File: src/rtl/demux_1x8_pkg.sv
// Shared definitions for the registered 1-to-8 demultiplexer.
//   NUM_OUT  : number of routed outputs
//   SEL_W    : select width
//   sel_t    : select code type
//   onehot8  : select code -> one-hot output enable vector
package demux_pkg;
  localparam int NUM_OUT = 8;
  localparam int SEL_W   = 3;

  typedef logic [SEL_W-1:0] sel_t;

  function automatic logic [NUM_OUT-1:0] onehot8(sel_t sel);
    return NUM_OUT'(1) << sel;
  endfunction
endpackage

File: src/rtl/demux_1x8_if.sv
// Bus bundle for demux_1x8.
//   I          : data word to route (N bits)
//   S0,S1,S2   : select bits, S2 is the MSB
//   Y0..Y7     : routed outputs (N bits each)
//   in_valid   : input qualifier           (DEMUX_1X8_VALID_EN only)
//   out_valid  : one-hot output qualifier  (DEMUX_1X8_VALID_EN only)
// master = traffic source/sink side, slave = demux side.
interface demux_1x8_if #(parameter int N = 32);
  logic [N-1:0] I;
  logic         S0, S1, S2;
  logic [N-1:0] Y0, Y1, Y2, Y3, Y4, Y5, Y6, Y7;
`ifdef DEMUX_1X8_VALID_EN
  logic         in_valid;
  logic [7:0]   out_valid;

  modport master (output I, S0, S1, S2, in_valid,
                  input  Y0, Y1, Y2, Y3, Y4, Y5, Y6, Y7, out_valid);
  modport slave  (input  I, S0, S1, S2, in_valid,
                  output Y0, Y1, Y2, Y3, Y4, Y5, Y6, Y7, out_valid);
`else
  modport master (output I, S0, S1, S2,
                  input  Y0, Y1, Y2, Y3, Y4, Y5, Y6, Y7);
  modport slave  (input  I, S0, S1, S2,
                  output Y0, Y1, Y2, Y3, Y4, Y5, Y6, Y7);
`endif
endinterface

File: src/rtl/demux_1x8_out_reg.sv
// One registered output slice of the demux.
//   clk : clock          rst : synchronous active-high reset
//   en  : this slice is the selected destination
//   d   : data in        q   : registered data out, 0 when not selected
module demux_out_reg #(parameter int N = 32) (
  input  logic         clk,
  input  logic         rst,
  input  logic         en,
  input  logic [N-1:0] d,
  output logic [N-1:0] q
);
  // Unselected slices clear every cycle so they never hold stale data.
  always_ff @(posedge clk) begin
    if (rst)     q <= '0;
    else if (en) q <= d;
    else         q <= '0;
  end
endmodule

File: src/rtl/demux_1x8.sv
// Registered 1-to-8 demultiplexer: I is routed to Y[{S2,S1,S0}] one cycle
// later, all other outputs load 0. No combinational input-to-output path.
//   clk : clock          rst : synchronous active-high reset
//   bus : demux_1x8_if slave (I, S0..S2, Y0..Y7 [, in_valid, out_valid])
// Optional feature macro: DEMUX_1X8_VALID_EN adds in_valid/out_valid; when
// undefined the block behaves as if in_valid were always 1.
module demux_1x8
  import demux_pkg::*;
#(
  parameter int N = 32
) (
  input  logic        clk,
  input  logic        rst,
  demux_1x8_if.slave  bus
);
  sel_t                          sel;
  logic [NUM_OUT-1:0]            en;
  logic [NUM_OUT-1:0][N-1:0]     y;

  assign sel = {bus.S2, bus.S1, bus.S0};

`ifdef DEMUX_1X8_VALID_EN
  logic [NUM_OUT-1:0] out_valid_q;

  // An invalid beat zeroes every slice, same as an unselected one.
  assign en = bus.in_valid ? onehot8(sel) : '0;

  always_ff @(posedge clk) begin
    if (rst) out_valid_q <= '0;
    else     out_valid_q <= en;
  end

  assign bus.out_valid = out_valid_q;
`else
  assign en = onehot8(sel);
`endif

  for (genvar k = 0; k < NUM_OUT; k++) begin : g_slice
    demux_out_reg #(.N(N)) u_slice (
      .clk (clk),
      .rst (rst),
      .en  (en[k]),
      .d   (bus.I),
      .q   (y[k])
    );
  end

  assign bus.Y0 = y[0];
  assign bus.Y1 = y[1];
  assign bus.Y2 = y[2];
  assign bus.Y3 = y[3];
  assign bus.Y4 = y[4];
  assign bus.Y5 = y[5];
  assign bus.Y6 = y[6];
  assign bus.Y7 = y[7];
endmodule

File: src/flat_wrapper.sv
// flat-port wrapper written by rule: the top's interface ports become plain ports
module demux_1x8_flat import demux_pkg::*;
#(
  parameter int N = 32
)
  (clk, rst, bus_I, bus_S0, bus_S1, bus_S2, bus_Y0, bus_Y1, bus_Y2, bus_Y3, bus_Y4, bus_Y5, bus_Y6, bus_Y7);
  demux_1x8_if #(.N(N)) bus_i ();
  input  logic clk;
  input  logic rst;
  input wire logic [$bits(bus_i.I)-1:0] bus_I;
  input wire logic [$bits(bus_i.S0)-1:0] bus_S0;
  input wire logic [$bits(bus_i.S1)-1:0] bus_S1;
  input wire logic [$bits(bus_i.S2)-1:0] bus_S2;
  output wire logic [$bits(bus_i.Y0)-1:0] bus_Y0;
  output wire logic [$bits(bus_i.Y1)-1:0] bus_Y1;
  output wire logic [$bits(bus_i.Y2)-1:0] bus_Y2;
  output wire logic [$bits(bus_i.Y3)-1:0] bus_Y3;
  output wire logic [$bits(bus_i.Y4)-1:0] bus_Y4;
  output wire logic [$bits(bus_i.Y5)-1:0] bus_Y5;
  output wire logic [$bits(bus_i.Y6)-1:0] bus_Y6;
  output wire logic [$bits(bus_i.Y7)-1:0] bus_Y7;
  assign bus_i.I = bus_I;
  assign bus_i.S0 = bus_S0;
  assign bus_i.S1 = bus_S1;
  assign bus_i.S2 = bus_S2;
  assign bus_Y0 = bus_i.Y0;
  assign bus_Y1 = bus_i.Y1;
  assign bus_Y2 = bus_i.Y2;
  assign bus_Y3 = bus_i.Y3;
  assign bus_Y4 = bus_i.Y4;
  assign bus_Y5 = bus_i.Y5;
  assign bus_Y6 = bus_i.Y6;
  assign bus_Y7 = bus_i.Y7;
  demux_1x8 #(.N(N)) u_core (.clk(clk), .rst(rst), .bus(bus_i));
endmodule
File: config.mk
export PLATFORM = sky130hd
export DESIGN_NAME = demux_1x8_flat
export DESIGN_NICKNAME = d
export VERILOG_FILES = /design/src/rtl/demux_1x8_pkg.sv /design/src/rtl/demux_1x8_if.sv /design/src/rtl/demux_1x8_out_reg.sv /design/src/rtl/demux_1x8.sv /design/src/flat_wrapper.sv
export SDC_FILE = /design/constraint.sdc
export NUM_CORES = 1
export LEC_CHECK = 0
export ABC_AREA = 0
export CORE_UTILIZATION = 42
export DETAILED_ROUTE_END_ITERATION = 6
export MAX_ROUTING_LAYER = met4
export PLACE_DENSITY = 0.85
export SETUP_SLACK_MARGIN = 0.3
export SYNTH_ARGS = -nofsm -noshare
export SYNTH_HDL_FRONTEND = slang
export SYNTH_SLANG_ARGS = --single-unit
File: constraint.sdc
create_clock -name clk -period 1 [get_ports clk]
set_input_delay 0.15 -clock clk [delete_from_list [all_inputs] [get_ports clk]]
set_output_delay 0.15 -clock clk [all_outputs]
set_load 0.01 [all_outputs]
# After elaboration in Yosys (flattened, before gate mapping)

Cells that the tools add are included.

Input port bits: 37
Output and inout port bits: 256
Flip-flop bits (word level): 256
Logic and storage cells: 25

Bitwise gates (word level): 8
Shift operators: 1
Reduce and logical (&&, ||, !) cells: 8

Operators by type and width:

| operator                                        | count |
|---|---|
| OR reduction 2 bit                              | 8 |
| NOT 1 bit                                       | 8 |
| << shifter 1 x 3 -> 8 bit, first input constant | 1 |

# Logic depth before layout (Yosys ltp)

Depth after elaboration: 3
Mapped depth: 5
Depth with buffers taken out: 2

# Modules after synthesis

A second synthesis with hierarchy kept.

Cell total of the unflattened synthesis: 568
Area total of the unflattened synthesis: 8052.7 um2

By module, submodules not included:

| module        | instances | area each (um2) | cells an instance | sequential area each (um2) |
|---|---|---|---|---|
| demux_out_reg | 8         | 998.5           | 70                | 640.6 |
| demux_1x8     | 1         | 65.1            | 8                 | 0.0 |

# Worst setup path before layout

No wires, ideal clock.

Path kind: input to register
Start point: input port rst
End point: register u_core.g_slice[0].u_slice.q[26]
Data arrival time: 890 ps
Library setup time: 63 ps
Cell stages on the path: 4
Path slack: 47 ps
Data required time: 937 ps
Buffers on the path: 2
Path through: buf_6 -> buf_4 -> or3b_4 -> nor2_2

Longest elaborated chain between the ends: 1

Ends and longest elaborated chain:

| element                             | line                    | text |
|---|---|---|
| from (decl)                         | flat_wrapper.sv:9       | `input logic rst;` |
| OR reduction 2 bit (no source line) | n/a                     |  |
| to (signal assigned)                | demux_1x8_out_reg.sv:14 | `if (rst) q <= '0;` |
| to (signal assigned)                | demux_1x8_out_reg.sv:15 | `else if (en) q <= d;` |
| to (signal assigned)                | demux_1x8_out_reg.sv:16 | `else q <= '0;` |
| to (decl)                           | demux_1x8_out_reg.sv:10 | `output logic [N-1:0] q` |

No other way between the ends.
A chain may end at the register's enable or synchronous reset.

# Final worst setup path

Start point: register u_core.g_slice[6].u_slice.q[22]
End point: output port bus_Y6[22]

RTL lines:

| element                | line                    | text |
|---|---|---|
| from (decl)            | demux_1x8_out_reg.sv:10 |  |
| from (signal assigned) | demux_1x8_out_reg.sv:14 |  |
| from (signal assigned) | demux_1x8_out_reg.sv:15 |  |
| from (signal assigned) | demux_1x8_out_reg.sv:16 |  |
| to (decl)              | flat_wrapper.sv:20      | `output wire logic [$bits(bus_i.Y6)-1:0] bus_Y6;` |

No word-level cell between the ends.

==> results.ini <==
[critical_path]
slowest_stage = dfxtp_1
startpoint = u_core.g_slice[6].u_slice.q[22]$_SDFF_PP0_
critical_path_required_ns = 0.85
start_kind = flip-flop
cp_top_family = flip-flops
critical_path_class = reg -> out
path_cells = buf_2
crit_buf_inv = 1
crit_path_end_kind = output port
crit_path_max_fanout = 1
arrival_ns = 0.96
slowest_delay_ns = 0.33

[finish]
drive_gt1_share_pct = 63.1
reg_top3 = u_core.g_slice.u_slice.q: 256 flops
largest_register_ffs = 256
area_delta_synth_final_pct = 61.4
nNetsFinal = 968
fill_cells = 1082
largest_register = u_core.g_slice.u_slice.q

[sta]
fin_crit_ns = 1.11
slew_headroom_pct = 80.3
slew_violations = 0
fmax_ghz = 0.903
fin_setup_tns_ns = -19.69
worst_pin_slew_ns = 0.294
rsz0062_at_grt = true
min_period_over_period_pct = 111
fin_ws_ns = -0.107
finalHoldViolations = 0
setup_viol = 256

[grt]
grt_start_max_net_pins = 35
overflow = 0
grt_pass1_vias = 5576
grt_first_pass_wirelength_um = 31300
track_usage_pct = 23.7
antenna_found_initial = 4

[power]
p_sw_share_pct = 21.6
comb_power_share_pct = 6.6
power_density_nw_per_um2 = 1870
clock_power_share_pct = 44.1
switching_power_mw = 4.58
power.share.sequential_pct = 49.4
intPower_mw = 16.6
ir_worst_vdd_mv = 1.30
leakage_nw = 5.19

[detailed_routing]
ant_nets = 0
drt-pass1-iter-count = 4
via_per_inst = 4.65
drt_wl_total_um = 20900
drc = 0
dr_total_vias = 5433
drt-wirelength-per-cell_um = 17.9
drt_iter0_markers = 245

[synthesis]
yosysSeqAreaShare_pct = 72.9
syn_area_per_cell_um2 = 11.3
ys_ff_latch = 256
syn_area_um2 = 7030
synth.distinct_cells = 13
yosysWarnings = 0
syn_nets = 658
synth_cells = 621

[clock_network]
cts.sinks = 256
postCtsSetupBuffers = 0
cts_tree = built
root_buffer = clkbuf_16
clkTransAtPathRegs_ns = 0.06
ctsHtreeMaxLevel = 1
cts_buffer_depth = 3
cts_buffers = 25

[placement]
port_buffers = 292
routabilityCongestion = 0.807
dpl.hpwl_um = 14100
preCtsSetupSlack_ns = -0.369

[outcome]
violations = negative setup slack
outcome = finished with violations

[floorplan]
die_w_um = 131
die_area_um2 = 17300
row_count = 46
core_area_um2 = 16100
start_util_pct = 43.6
die_h_um = 131
ios = 293

[min_path]
min_path_type = in -> reg
min_from = bus_I[22]

[flow_run]
maxCapViolCount = 0

cells in the mapped netlist, drive strengths merged:
library cell,count,share of area [%]
buf,32,3.0
dfxtp,256,73
clkbuf,9,0.48
or2,1,0.089
nand2b,2,0.18
nand2,1,0.053
nand3b,32,3.4
or3b,32,5.0
nor2,256,15
final timing paths:
check	endpoint	depth (start not counted)	slack, ns
min	u_core.g_slice[7].u_slice.q[22]$_SDFF_PP0_	3	0.04
max	bus_Y6[22]	1	-0.11
cells by family after synthesis:
logic type | count (synthesis) | synth area share, %
buffers and inverters | 41 | 3.45
DFF | 256 | 72.9
and+or+nand+nor | 324 | 23.7
stage by stage:
step	hold slack [ns]	power [mW]	area [um2]	cells	util (%)
floorplan	0.357	11.3	7110	621	-
global placement	0.633	12.0	10400	1120	64.5
detailed placement	0.639	12.0	10400	1120	64.5
CTS	0.119	21.2	10600	1164	65.6
global route	0.0415	21.9	11400	1168	70.4
finish	0.0358	21.2	11400	1168	70.4
what timing repair did:
action	in CTS	in global routing
pin swaps	2	19
gates resized for setup	1211	230
cloned	0	0
setup endpoints to repair	512	343
hold buffers	0	0
metal layers:
metal	up-vias	wire, um	GRT usage, %
met5	-	0	-
met4	0	743	9.95
met3	52	1530	5.05
met2	250	10700	39.9
met1	2593	8010	27.4
li1	2538	-	-
power by group through the flow:
stage | Sequential, mW | Clock (mW) | Combinational [mW]
floorplan | 10.7 | 0 | 0.554
global placement | 10.6 | 0 | 1.38
detailed placement | 10.6 | 0 | 1.40
CTS | 10.4 | 9.41 | 1.31
global route | 10.5 | 9.97 | 1.47
finish | 10.5 | 9.33 | 1.39
layout by cell type (no fill, tap or decap), types with 2 or more instances in the layout:
cell type / n
nor2_1: 182
buf_6: 160
dfxtp_2: 159
buf_2: 97
dfxtp_1: 97
nor2_2: 65
nand3b_1: 32
or3b_4: 32
dlymetal6s2s_1: 26
clkbuf_16: 25
buf_4: 18
buf_12: 13
nor2_4: 9
dlygate4sd2_1: 7
clkbuf_8: 6
clkbuf_1: 5
diode_2: 4
clkinv_2: 4
bufinv_16: 2
inv_6: 2
clkbuf_4: 2
area by class of cell:
| cell class | instances | area (um2) | share of cell area [%] |
|---|---|---|---|
| Antenna cell | 4 | 10.0 | 0.0882 |
| Clock buffer | 36 | 727 | 6.40 |
| Clock inverter | 8 | 97.6 | 0.860 |
| Multi-Input combinational cell | 324 | 1830 | 16.1 |
| Sequential cell | 256 | 5320 | 46.9 |
| Tap cell | 216 | 270 | 2.38 |
| Timing Repair Buffer | 324 | 3090 | 27.3 |
(Power assumes the default switching activity.)
